--- src/rtl/serial_adder_pkg.sv ---
`default_nettype none
// ============================================================================
// Module  : serial_adder_pkg
// Brief   : Shared state encoding and sizing helper for the bit-serial adder.
// Rev     : 1.0
// ============================================================================
package serial_adder_pkg;

    typedef enum logic [1:0] {
        IDLE = 2'd0,
        RUN  = 2'd1,
        DONE = 2'd2
    } state_t;

    // clog2 with a floor of 1 so a counter always has at least one bit
    function automatic int cnt_width(input int width);
        int w;
        w = 0;
        for (int i = 0; i < 32; i++) begin
            if ((1 << w) < width) begin
                w = w + 1;
            end
        end
        return (w < 1) ? 1 : w;
    endfunction

endpackage
`default_nettype wire

--- src/rtl/serial_adder_ctrl_if.sv ---
`default_nettype none
// ============================================================================
// Module  : serial_adder_ctrl_if
// Brief   : Operand/result valid-ready bundle for the bit-serial adder.
// Rev     : 1.0
// ============================================================================
interface serial_adder_ctrl_if #(
    parameter int WIDTH = 8
);
    logic             in_valid;
    logic             in_ready;
    logic [WIDTH-1:0] a;
    logic [WIDTH-1:0] b;
    logic             cin;
    logic             out_valid;
    logic             out_ready;
    logic [WIDTH-1:0] sum;
    logic             cout;
    logic             busy;

    modport master (
        output in_valid, a, b, cin, out_ready,
        input  in_ready, out_valid, sum, cout, busy
    );

    modport slave (
        input  in_valid, a, b, cin, out_ready,
        output in_ready, out_valid, sum, cout, busy
    );
endinterface
`default_nettype wire

--- src/rtl/full_adder_cell.sv ---
`default_nettype none
// ============================================================================
// Module  : full_adder_cell
// Brief   : Combinational 1-bit full adder.
// Rev     : 1.0
// ============================================================================
module full_adder_cell (
    input  wire logic a,
    input  wire logic b,
    input  wire logic cin,
    output logic      sum,
    output logic      cout
);
    assign sum  = a ^ b ^ cin;
    assign cout = (a & b) | (a & cin) | (b & cin);
endmodule
`default_nettype wire

--- src/rtl/serial_adder_ctrl.sv ---
`default_nettype none
// ============================================================================
// Module  : serial_adder_ctrl
// Brief   : LSB-first bit-serial adder driving one full_adder_cell per clock.
// Rev     : 1.0
// ============================================================================
module serial_adder_ctrl
    import serial_adder_pkg::*;
#(
    parameter int WIDTH = 8
) (
    input  wire logic          clk,
    input  wire logic          reset,
    serial_adder_ctrl_if.slave bus
);
    localparam int c_CW = cnt_width(WIDTH);

    state_t             r_state;
    state_t             w_next;
    logic [WIDTH-1:0]   r_a_sh;
    logic [WIDTH-1:0]   r_b_sh;
    logic [WIDTH-1:0]   r_sum;
    logic [c_CW-1:0]    r_cnt;
    logic               r_carry;
    logic               r_cout;
    logic               w_s;
    logic               w_c;
    logic               w_last;

    full_adder_cell u_fa (
        .a    (r_a_sh[0]),
        .b    (r_b_sh[0]),
        .cin  (r_carry),
        .sum  (w_s),
        .cout (w_c)
    );

    assign w_last = (r_cnt == c_CW'(WIDTH - 1));

    always_ff @(posedge clk or posedge reset) begin
        if (reset) begin
            r_state <= IDLE;
        end else begin
            r_state <= w_next;
        end
    end

    always_comb begin
        w_next = r_state;
        unique case (r_state)
            IDLE:    if (bus.in_valid)  w_next = RUN;
            RUN:     if (w_last)        w_next = DONE;
            DONE:    if (bus.out_ready) w_next = IDLE;
            default:                    w_next = IDLE;
        endcase
    end

    // Sum bits enter at the MSB so after WIDTH shifts bit 0 lands at the LSB
    always_ff @(posedge clk or posedge reset) begin
        if (reset) begin
            r_a_sh  <= '0;
            r_b_sh  <= '0;
            r_sum   <= '0;
            r_cnt   <= '0;
            r_carry <= 1'b0;
            r_cout  <= 1'b0;
        end else begin
            unique case (r_state)
                IDLE: begin
                    if (bus.in_valid) begin
                        r_a_sh  <= bus.a;
                        r_b_sh  <= bus.b;
                        r_carry <= bus.cin;
                        r_cnt   <= '0;
                        r_sum   <= '0;
                    end
                end
                RUN: begin
                    r_sum   <= {w_s, r_sum[WIDTH-1:1]};
                    r_a_sh  <= {1'b0, r_a_sh[WIDTH-1:1]};
                    r_b_sh  <= {1'b0, r_b_sh[WIDTH-1:1]};
                    r_carry <= w_c;
                    r_cnt   <= r_cnt + 1'b1;
                    if (w_last) begin
                        r_cout <= w_c;
                    end
                end
                default: ;
            endcase
        end
    end

    assign bus.in_ready  = (r_state == IDLE);
    assign bus.out_valid = (r_state == DONE);
    assign bus.busy      = (r_state == RUN) || (r_state == DONE);
    assign bus.sum       = r_sum;
    assign bus.cout      = r_cout;

endmodule
`default_nettype wire

--- src/flat_wrapper.sv ---
// flat-port wrapper written by rule: the top's interface ports become plain ports
module serial_adder_ctrl_flat import serial_adder_pkg::*;
#(
    parameter int WIDTH = 8
)
  (clk, reset, bus_in_valid, bus_a, bus_b, bus_cin, bus_out_ready, bus_in_ready, bus_out_valid, bus_sum, bus_cout, bus_busy);
  serial_adder_ctrl_if #(.WIDTH(WIDTH)) bus_i ();
  input  wire logic clk;
  input  wire logic reset;
  input wire logic [$bits(bus_i.in_valid)-1:0] bus_in_valid;
  input wire logic [$bits(bus_i.a)-1:0] bus_a;
  input wire logic [$bits(bus_i.b)-1:0] bus_b;
  input wire logic [$bits(bus_i.cin)-1:0] bus_cin;
  input wire logic [$bits(bus_i.out_ready)-1:0] bus_out_ready;
  output wire logic [$bits(bus_i.in_ready)-1:0] bus_in_ready;
  output wire logic [$bits(bus_i.out_valid)-1:0] bus_out_valid;
  output wire logic [$bits(bus_i.sum)-1:0] bus_sum;
  output wire logic [$bits(bus_i.cout)-1:0] bus_cout;
  output wire logic [$bits(bus_i.busy)-1:0] bus_busy;
  assign bus_i.in_valid = bus_in_valid;
  assign bus_i.a = bus_a;
  assign bus_i.b = bus_b;
  assign bus_i.cin = bus_cin;
  assign bus_i.out_ready = bus_out_ready;
  assign bus_in_ready = bus_i.in_ready;
  assign bus_out_valid = bus_i.out_valid;
  assign bus_sum = bus_i.sum;
  assign bus_cout = bus_i.cout;
  assign bus_busy = bus_i.busy;
  serial_adder_ctrl #(.WIDTH(WIDTH)) u_core (.clk(clk), .reset(reset), .bus(bus_i));
endmodule
--- config.mk ---
export PLATFORM = sky130hd
export DESIGN_NAME = serial_adder_ctrl_flat
export DESIGN_NICKNAME = d
export VERILOG_FILES = /design/src/rtl/serial_adder_pkg.sv /design/src/rtl/serial_adder_ctrl_if.sv /design/src/rtl/full_adder_cell.sv /design/src/rtl/serial_adder_ctrl.sv /design/src/flat_wrapper.sv
export SDC_FILE = /design/constraint.sdc
export NUM_CORES = 1
export LEC_CHECK = 0
export ABC_AREA = 1
export CAP_MARGIN = 20
export CORE_MARGIN = 5
export CORE_UTILIZATION = 36
export DETAILED_ROUTE_END_ITERATION = 7
export PLACE_DENSITY = 0.59
export SETUP_SLACK_MARGIN = 0.02
export SLEW_MARGIN = 20
export SYNTH_ARGS = -nofsm -noshare
export SYNTH_HDL_FRONTEND = slang
export SYNTH_SLANG_ARGS = --single-unit
export TNS_END_PERCENT = 10
--- constraint.sdc ---
create_clock -name clk -period 2.25 [get_ports clk]
set_input_delay 0.225 -clock clk [delete_from_list [all_inputs] [get_ports clk]]
set_output_delay 0.225 -clock clk [all_outputs]
set_load 0.05 [all_outputs]
==> flow_metrics.tcl <==
set metrics [dict create \
    pwr-share-seq_pct 32.9 \
    p_total_mw 2.761 \
    start_util_pct 36.56 \
    final-hold-violation-count 0 \
    ys_seq_elements 31 \
    yosysTopAreaCellShare_pct 49.76 \
    gr-total-overflow 0 \
    crit_type "flop to output port" \
    r2r_slack_ps 680 \
    core_sq_um 4264 \
    fin_hold_ws_ps 315.7 \
    synth_top_family_by_area "simple AND/OR/NAND/NOR gates" \
    ir_worst_vdd_uv 545.7 \
    synthMuxAreaShare_pct 0 \
    chipHeight_um 75.81 \
    yosys_warnings 0 \
    critPathArrivalTime_ps 1880 \
    syn_inst 198 \
    row_count 24 \
    p_leak_nw 1.076 \
    postCtsHoldBufs 0 \
    place_congestion 0.7315 \
    pwr-share-comb_pct 46.0 \
    status "complete, no violations" \
    finalSetupTns_ps 0 \
    drc_errors 0 \
    power_density_nw_per_um2 1362 \
    design_area_sq_um 2027 \
    port_buffers 32 \
    postCtsSetupBuffers 0 \
    vias_per_cell 4.765 \
    wl_per_cell_um 12.05 \
    yosysSeqAreaShare_pct 49.76 \
    synthXorXnorAreaFrac_pct 0 \
    synth_area_per_cell_sq_um 7.874 \
    insertedDiodeCount 0 \
    setup_viol 0 \
    drv_slew 0 \
    worst_slack_ps 149.2 \
    crit_required_ps 2030 \
    crit_fanout 5 \
    drtAntennaViolNets 0 \
    rsz0062_at_grt "no" \
    hold_class "input port to async pin" \
    netlist_area_sq_um 1559 \
    clkSinkCount 31 \
    p_sw_share_pct 43.40 \
    cts_root_buffer "clkbuf_8" \
    track_usage_pct 13.66 \
    synthSimpleGateAreaFrac_pct 36.28 \
    multi_input_area_sq_um 678.2 \
    drt_iter0_markers 83 \
    htreeDepth 2 \
    post_dp_cell_area_sq_um 1909 \
    dp_slack_ps 457.8 \
    ys_top_cells_by_area "dfrtp_1, nand2_1, nand3_1" \
    dp_hpwl_mm 2.218 \
    antenna_found_initial 0 \
    period_share_pct 93.37 \
    syn_to_final_growth_pct 30.02 \
    crit_path_start_kind "flop" \
    end_kind "output port" \
    clk_pin_slew_ps 70 \
    max-clock-path-buffers 2 \
    syn_nets 225 \
    switchingPower_mw 1.198 \
    p_int_mw 1.563 \
    nFillCells 445 \
    synth_cell_type_count 15 \
    layout-drive-gt1-share_pct 7.296 \
    fp.dieArea_sq_um 5746 \
    numCtsBuffers 5 \
    synth_compound_area_share_pct 1.926 \
    nets 259 \
    grt_max_degree 32 \
    cts_tree "yes" \
    wirelength_mm 3.434 \
    period_needed_ps 2101 \
    clk_latency_ps 290 \
    ctsResizeCount 0 \
    grt_pass1_vias 1270 \
    synth_adder_area_share_pct 5.297 \
    maxSlewHeadroom_pct 66.85 \
    max_freq_mhz 476.0 \
    vias 1358 \
    skew_ps 4.350 \
    worst_pin_slew_ps 495.7 \
    grt_pass1_wl_mm 5.844 \
    seqCellArea_sq_um 775.7 \
    drt_pass1_iterations 4 \
    cap_violations 0 \
    boundaryPins 33 \
    synth_top_area_cell "dfrtp_1" \
    die_w_um 75.81 \
    p_clk_share_pct 21.1 \
]
## kinds of logic after synthesis
kind of cell               Yosys count
adders and majority gates            6
DFF                                 31
buffers and inverters               20
AOI/OAI and AO/OA                    6
and+or+nand+nor                    135
## final timing paths
kind                                                 endpoint                          start  cells after the start
worst max-delay path                             bus_in_ready  u_core.r_state[0]$_DFFE_PP0P_                      3
worst min-delay path            u_core.bus.sum[3]$_DFFE_PP0P_                          reset                      3
worst max register to register   u_core.r_b_sh[5]$_DFFE_PP0P_  u_core.r_state[0]$_DFFE_PP0P_                      6
worst min register to register    u_core.bus.cout$_DFFE_PP0P_    u_core.bus.cout$_DFFE_PP0P_                      2
max in group asynchronous        u_core.r_b_sh[5]$_DFFE_PP0P_                          reset                      3
min in group clk                 u_core.r_a_sh[7]$_DFFE_PP0P_                       bus_a[7]                      3
## Yosys cell counts
cell type  instances
buf_6              2
nand2_1          101
buf_2              4
inv_4              1
dfrtp_1           31
inv_1              9
buf_4              2
nand2_4            2
ha_1               5
nand3_1           29
fa_1               1
o21ai_1            6
nand4_1            2
nand2_2            1
inv_2              2
## power by group through the flow
stage               clock network, mW  logic [mW]  registers [mW]
finish                          0.582        1.27           0.908
global placement                    0        1.27           0.910
CTS                             0.595        1.30           0.907
global route                    0.622        1.43           0.939
floorplan                           0       0.827            1.07
detailed placement                  0        1.29           0.912
## through the flow
stage / util, % / cells
floorplan: - / 198
detailed placement: 44.78 / 277
global placement: 44.78 / 277
global route: 47.54 / 285
CTS: 47.54 / 285
finish: 47.54 / 285
## worst max-delay path, cell delays in order (launching register included)
cell and delay, ps:
dfrtp_1 400, inv_1 90, ha_1 250, clkdlybuf4s50_1 840
## layout by cell type (no fill, tap or decap)
cell and instances:
nand3_1 29, dfrtp_1 31, inv_4 1, nand4_1 2, o21ai_1 6, ha_1 5, nand2_1 101, fa_1 1
clkbuf_8 6, inv_1 9, buf_4 3, bufinv_16 1, clkinv_2 1, clkdlybuf4s50_1 32, inv_2 2, nand2_4 2
nand2_2 1
## sequential cells by signal (all words and copies together) (netlist names)
signal           cells
u_core.bus.sum       8
u_core.r_a_sh        8
u_core.r_b_sh        8
u_core.r_cnt         3
u_core.r_state       2
u_core.bus.cout      1
u_core.r_carry       1
## per-layer routing
| layer | GRT usage (%) | share of wire [%] |
|---|---|---|
| met1 | 16.89 | 45 |
| met2 | 21.39 | 46 |
| met3 | 5.409 | 7.4 |
| met4 | 5.243 | 1.7 |
| met5 | 0 | 0 |
## layout make-up
| class | instances | share of cell area, % |
|---|---|---|
| Clock buffer | 6 | 4.074 |
| Clock inverter | 2 | 1.728 |
| Inverter | 12 | 2.346 |
| Multi-Input combinational cell | 147 | 33.46 |
| Sequential cell | 31 | 38.27 |
| Tap cell | 52 | 3.210 |
| Timing Repair Buffer | 35 | 16.91 |
(Power assumes the default switching activity.)
==> variant 1 (same settings) <==
Re-encode `state_t` (3 states) as one-hot, 3 bits wide.
--- a/src/rtl/serial_adder_pkg.sv
+++ b/src/rtl/serial_adder_pkg.sv
@@ -6,10 +6,10 @@
 // ============================================================================
 package serial_adder_pkg;
 
-    typedef enum logic [1:0] {
-        IDLE = 2'd0,
-        RUN  = 2'd1,
-        DONE = 2'd2
+    typedef enum logic [2:0] {
+        IDLE = 3'b001,
+        RUN  = 3'b010,
+        DONE = 3'b100
     } state_t;
 
     // clog2 with a floor of 1 so a counter always has at least one bit
Check against the original RTL: same outputs for any inputs over 10 cycles, from zero or initial values and one cycle with reset high; not proved beyond that.
==> variant 1 against the unedited design <==
  * Synthesized cell count grew 0.51%
  * Sequential share of layout area grew 0.60 points
  * Non-clock buffer count grew 1
  * Setup slack gained 0.093 ns
  * Power shrank 10%
  * Sequential cell count grew 1
  * Sequential power grew 3.2%
  * Synthesized area grew 5.0%
  * First-iteration DRC count grew 2.4%
  * Cell area grew 1.8%
  * Routed wire length grew 4.7%
  * Clock skew grew 0.00057 ns
  * Critical path type unchanged
  * Largest cell class unchanged
  * Highest routed layer unchanged
==> variant 1: results (changes against the unedited design) <==
| Metric | Value |
|---|---|
| Synth top area cells | dfrtp_1 (47%), nand2_1 (18%), nand3_1 (13%) |
| Avg Cell Area, Syn | 8.22 sq um (+4.4%) |
| Post-DP HPWL | 2380 um (+7.4%) |
| Max VDD drop | 583 uV (+6.9%) |
| GP Congestion | 0.681 (-6.9%) |
| First-pass GRT wire length | 6020 um (+3.1%) |
| P_leak | 1.07 nW (-0.93%) |
| Filler Cells Inserted | 424 (-4.7%) |
| Final Skew | 0.00493 ns (+0.000575 ns) |
| Netlist cell types | 21 (+6) |
| Synth top cells by count | nand2_1 (79), nand3_1 (43), dfrtp_1 (31) |
| Maximum number of pins on one net before global-route repair | 35 (+9.4%) |
| Worst slew margin | 66.1% (-0.71 points) |
| Vias | 1379 (+1.5%) |
| Crit path arrival time | 1.78 ns (-0.10 ns) |
| Status | finished clean |
| Ratio of cells with drive above 1 in the final layout | 7.73% (+0.43 points) |
| Syn nets | 223 (-0.89%) |
| CP Launch Point | u_core.r_state[1] |
| WL final | 3600 um (+4.7%) |
| Comb pwr | 0.00109 W (-14%) |
| Iteration-0 DRC Markers | 85 (+2.4%) |
| Crit path max fanout | 3 (-2) |
| Worst r2r src | u_core.r_state[0] |
| Sequential area share after synthesis | 49.0% (-0.75 points) |
## variant 1: changes by cell type in the layout (fill, tap and decap cells not counted), sizes merged, moves of 2 or more
cell / change
buf: +3
nor2: +3
clkbuf: +2
nand3b: +3
clkdlybuf4s50: -2
nand3: +14
ha: -3
inv: +2
o21ai: +3
nand2: -24
## variant 1: cell families after synthesis
logic type	synth area share [%]
compound gates	3.21
fa+ha+maj	2.75
simple gates	36.5
buf+inv	8.49
flops	49.0
## variant 1: final timing paths
kind,endpoint,slack [ns]
max in group asynchronous,u_core.r_state[0],1.60
worst max register to register,u_core.r_a_sh[4],0.65
worst min register to register,u_core.bus.cout,0.49
worst max-delay path,bus_out_valid,0.24
min in group clk,u_core.bus.cout,0.49
worst min-delay path,u_core.r_cnt[0],0.32
## variant 1: critical path, cell delays in order (launching register included)
cell and delay, ns:
dfrtp_1 0.42, nor2_1 0.15, nand2_1 0.09, inv_1 0.05, clkdlybuf4s50_1 0.79
## variant 1: metrics by stage
step	util, %	power (W)	setup slack [ns]
3_5_place_dp	45.0	0.00205	0.544
6_report	47.1	0.00247	0.242
2_1_floorplan	-	0.00180	0.730
3_3_place_gp	45.0	0.00203	0.552
5_1_grt	47.1	0.00268	0.121
4_1_cts	47.1	0.00251	0.234
## variant 1: layout make-up
type                    count  area, sq um  share of cell area (%)
well taps                  52         65.1                    3.15
repair buffers             36          358                    17.3
multi-input cells         143          696                    33.7
flip-flops and latches     32          802                    38.9
clock buffers               8         90.1                    4.37
inverters                  14         52.6                    2.55
## variant 1: layer usage
layer | GRT usage [%] | wire length [um]
met5 | 0 | 0
met4 | 8.25 | 94
met3 | 3.70 | 229
met2 | 17.4 | 1630
met1 | 16.7 | 1640
==> variant 2 (same settings) <==
Made on the original files. `WIDTH` is set to 8 in 3 places; all go to 9.
--- a/src/rtl/serial_adder_ctrl_if.sv
+++ b/src/rtl/serial_adder_ctrl_if.sv
@@ -5,7 +5,7 @@
 // Rev     : 1.0
 // ============================================================================
 interface serial_adder_ctrl_if #(
-    parameter int WIDTH = 8
+    parameter int WIDTH = 9
 );
     logic             in_valid;
     logic             in_ready;
--- a/src/rtl/serial_adder_ctrl.sv
+++ b/src/rtl/serial_adder_ctrl.sv
@@ -7,7 +7,7 @@
 module serial_adder_ctrl
     import serial_adder_pkg::*;
 #(
-    parameter int WIDTH = 8
+    parameter int WIDTH = 9
 ) (
     input  wire logic          clk,
     input  wire logic          reset,
--- a/src/flat_wrapper.sv
+++ b/src/flat_wrapper.sv
@@ -1,7 +1,7 @@
 // flat-port wrapper written by rule: the top's interface ports become plain ports
 module serial_adder_ctrl_flat import serial_adder_pkg::*;
 #(
-    parameter int WIDTH = 8
+    parameter int WIDTH = 9
 )
   (clk, reset, bus_in_valid, bus_a, bus_b, bus_cin, bus_out_ready, bus_in_ready, bus_out_valid, bus_sum, bus_cout, bus_busy);
   serial_adder_ctrl_if #(.WIDTH(WIDTH)) bus_i ();
Ports: changed (resized bus_a, bus_b and bus_sum); port bits go from 33 to 36. The function was not compared with the original's and may differ.
==> variant 2 against the unedited design <==
  * Sequential share of layout area rose by 1.7 points
  * Sequential cell count rose by 4
  * Synthesized area rose by 10%
  * Highest routed layer unchanged
  * Largest power group unchanged
  * Cell area rose by 8.2%
  * Setup slack improved by 0.044 ns
  * Hold slack improved by 0.015 ns
  * Largest cell class unchanged
  * Power rose by 13%
  * Routed wire length fell by 0.82%
==> variant 2: results (changes against the unedited design) <==
| Metric | Value |
|---|---|
| Reg2Reg Depth | 7 (+1) |
| NumNets Final | 271 (+4.6%) |
| GRT Total Usage | 12.0% (-1.6 points) |
| TritonCTS Buffers | 5 (unchanged) |
| Vias | 1360 (+0.15%) |
| Hold Path Class | input port to asynchronous set/reset pin |
| Vias in the first global route | 1329 (+4.6%) |
| Inst Count DP | 289 (+4.3%) |
| Status | finished clean |
| Post-DP HPWL | 2290 um (+3.2%) |
| Wire length on met1 | 1590 um (+2.6%) |
| Maximum number of pins on one net before global-route repair | 51 (+59%) |
| Number of setup buffers added after CTS | 0 (unchanged) |
| Met2 wire len | 1550 um (-0.70%) |
| Synthesis Warnings | 0 (unchanged) |
| Crit path arrival time | 1.83 ns (-0.05 ns) |
| Met3 Track Usage GR | 4.54% (-0.87 points) |
| Place WS | 0.509 ns (+0.0516 ns) |
| Grt met1 use | 14.3% (-2.6 points) |
| Synth top area cells | dfrtp_1 (51%), nand2_1 (13%), o21ai_0 (9.3%) |
| Hold_ws | 0.330 ns (+0.0146 ns) |
| Grt met2 use | 19.4% (-2.0 points) |
| GP Congestion | 0.748 (+2.2%) |
| Worst reg2reg endpoint | u_core.bus.sum[0] |
| Clk slew on worst S/H paths | 0.07 ns (about the same) |
| Netlist cell types | 20 (+5) |
| CP Launch Point | u_core.r_state[1] |
| Worst slew margin | 66.2% (-0.68 points) |
| First-pass GRT wire length | 5920 um (+1.3%) |
| Iteration-0 DRC Markers | 76 (-8.4%) |
| Ant. Diodes | 0 (unchanged) |
| Max VDD drop | 1330 uV (+140%) |
| P_leak | 1.05 nW (-2.1%) |
| I/O Buffers | 35 (+9.4%) |
| Post-DP Area | 2080 sq um (+8.7%) |
| Final Skew | 0.00745 ns (+0.00310 ns) |
| Sequential area share after synthesis | 50.9% (+1.1 points) |
| Synth top cells by count | nand2_1 (61), dfrtp_1 (35), inv_1 (34) |
| Ratio of cells with drive above 1 in the final layout | 6.58% (-0.71 points) |
| R2R Setup Slk | 0.54 ns (-0.14 ns) |
| Hold Violations, Final | 0 (unchanged) |
| Syn Inst Count | 207 (+4.5%) |
| Met3 routed WL | 205 um (-20%) |
| Avg Vias per Cell | 4.58 (-3.9%) |
| Syn nets | 236 (+4.9%) |
| Crit path max fanout | 5 (unchanged) |
| Initial antenna violation count | 0 (unchanged) |
| Max incr delay on CP | a little over 0.8 ns |
| Routed WL per cell | 11.5 um (-4.8%) |
-- variant 2: report_power, final --
group | switching [W] | internal (W) | total (W)
Clock | 0.000224 | 0.000358 | 0.000583
Combinational | 0.00105 | 0.000501 | 0.00156
Sequential | 0.000104 | 0.000890 | 0.000994
-- variant 2: logic make-up after synthesis --
| logic type | Yosys count | share of synthesized area [%] |
|---|---|---|
| fa+ha+maj | 6 | 4.80 |
| buf+inv | 45 | 12.4 |
| compound gates | 44 | 13.5 |
| flops | 35 | 50.9 |
| simple gates | 77 | 18.4 |
-- variant 2: layout make-up --
class / instances / area, sq um
fillers: 475 / 2500
flip-flops and latches: 35 / 876
multi-input cells: 127 / 632
repair buffers: 37 / 365
inverters: 36 / 135
clock buffers: 6 / 82.6
well taps: 54 / 67.6
clock inverters: 2 / 35.0
-- variant 2: worst min-delay path, cell delays in order --
cell	delay (ns)
clkdlybuf4s50_1	0.39
inv_1	0.05
buf_4	0.38
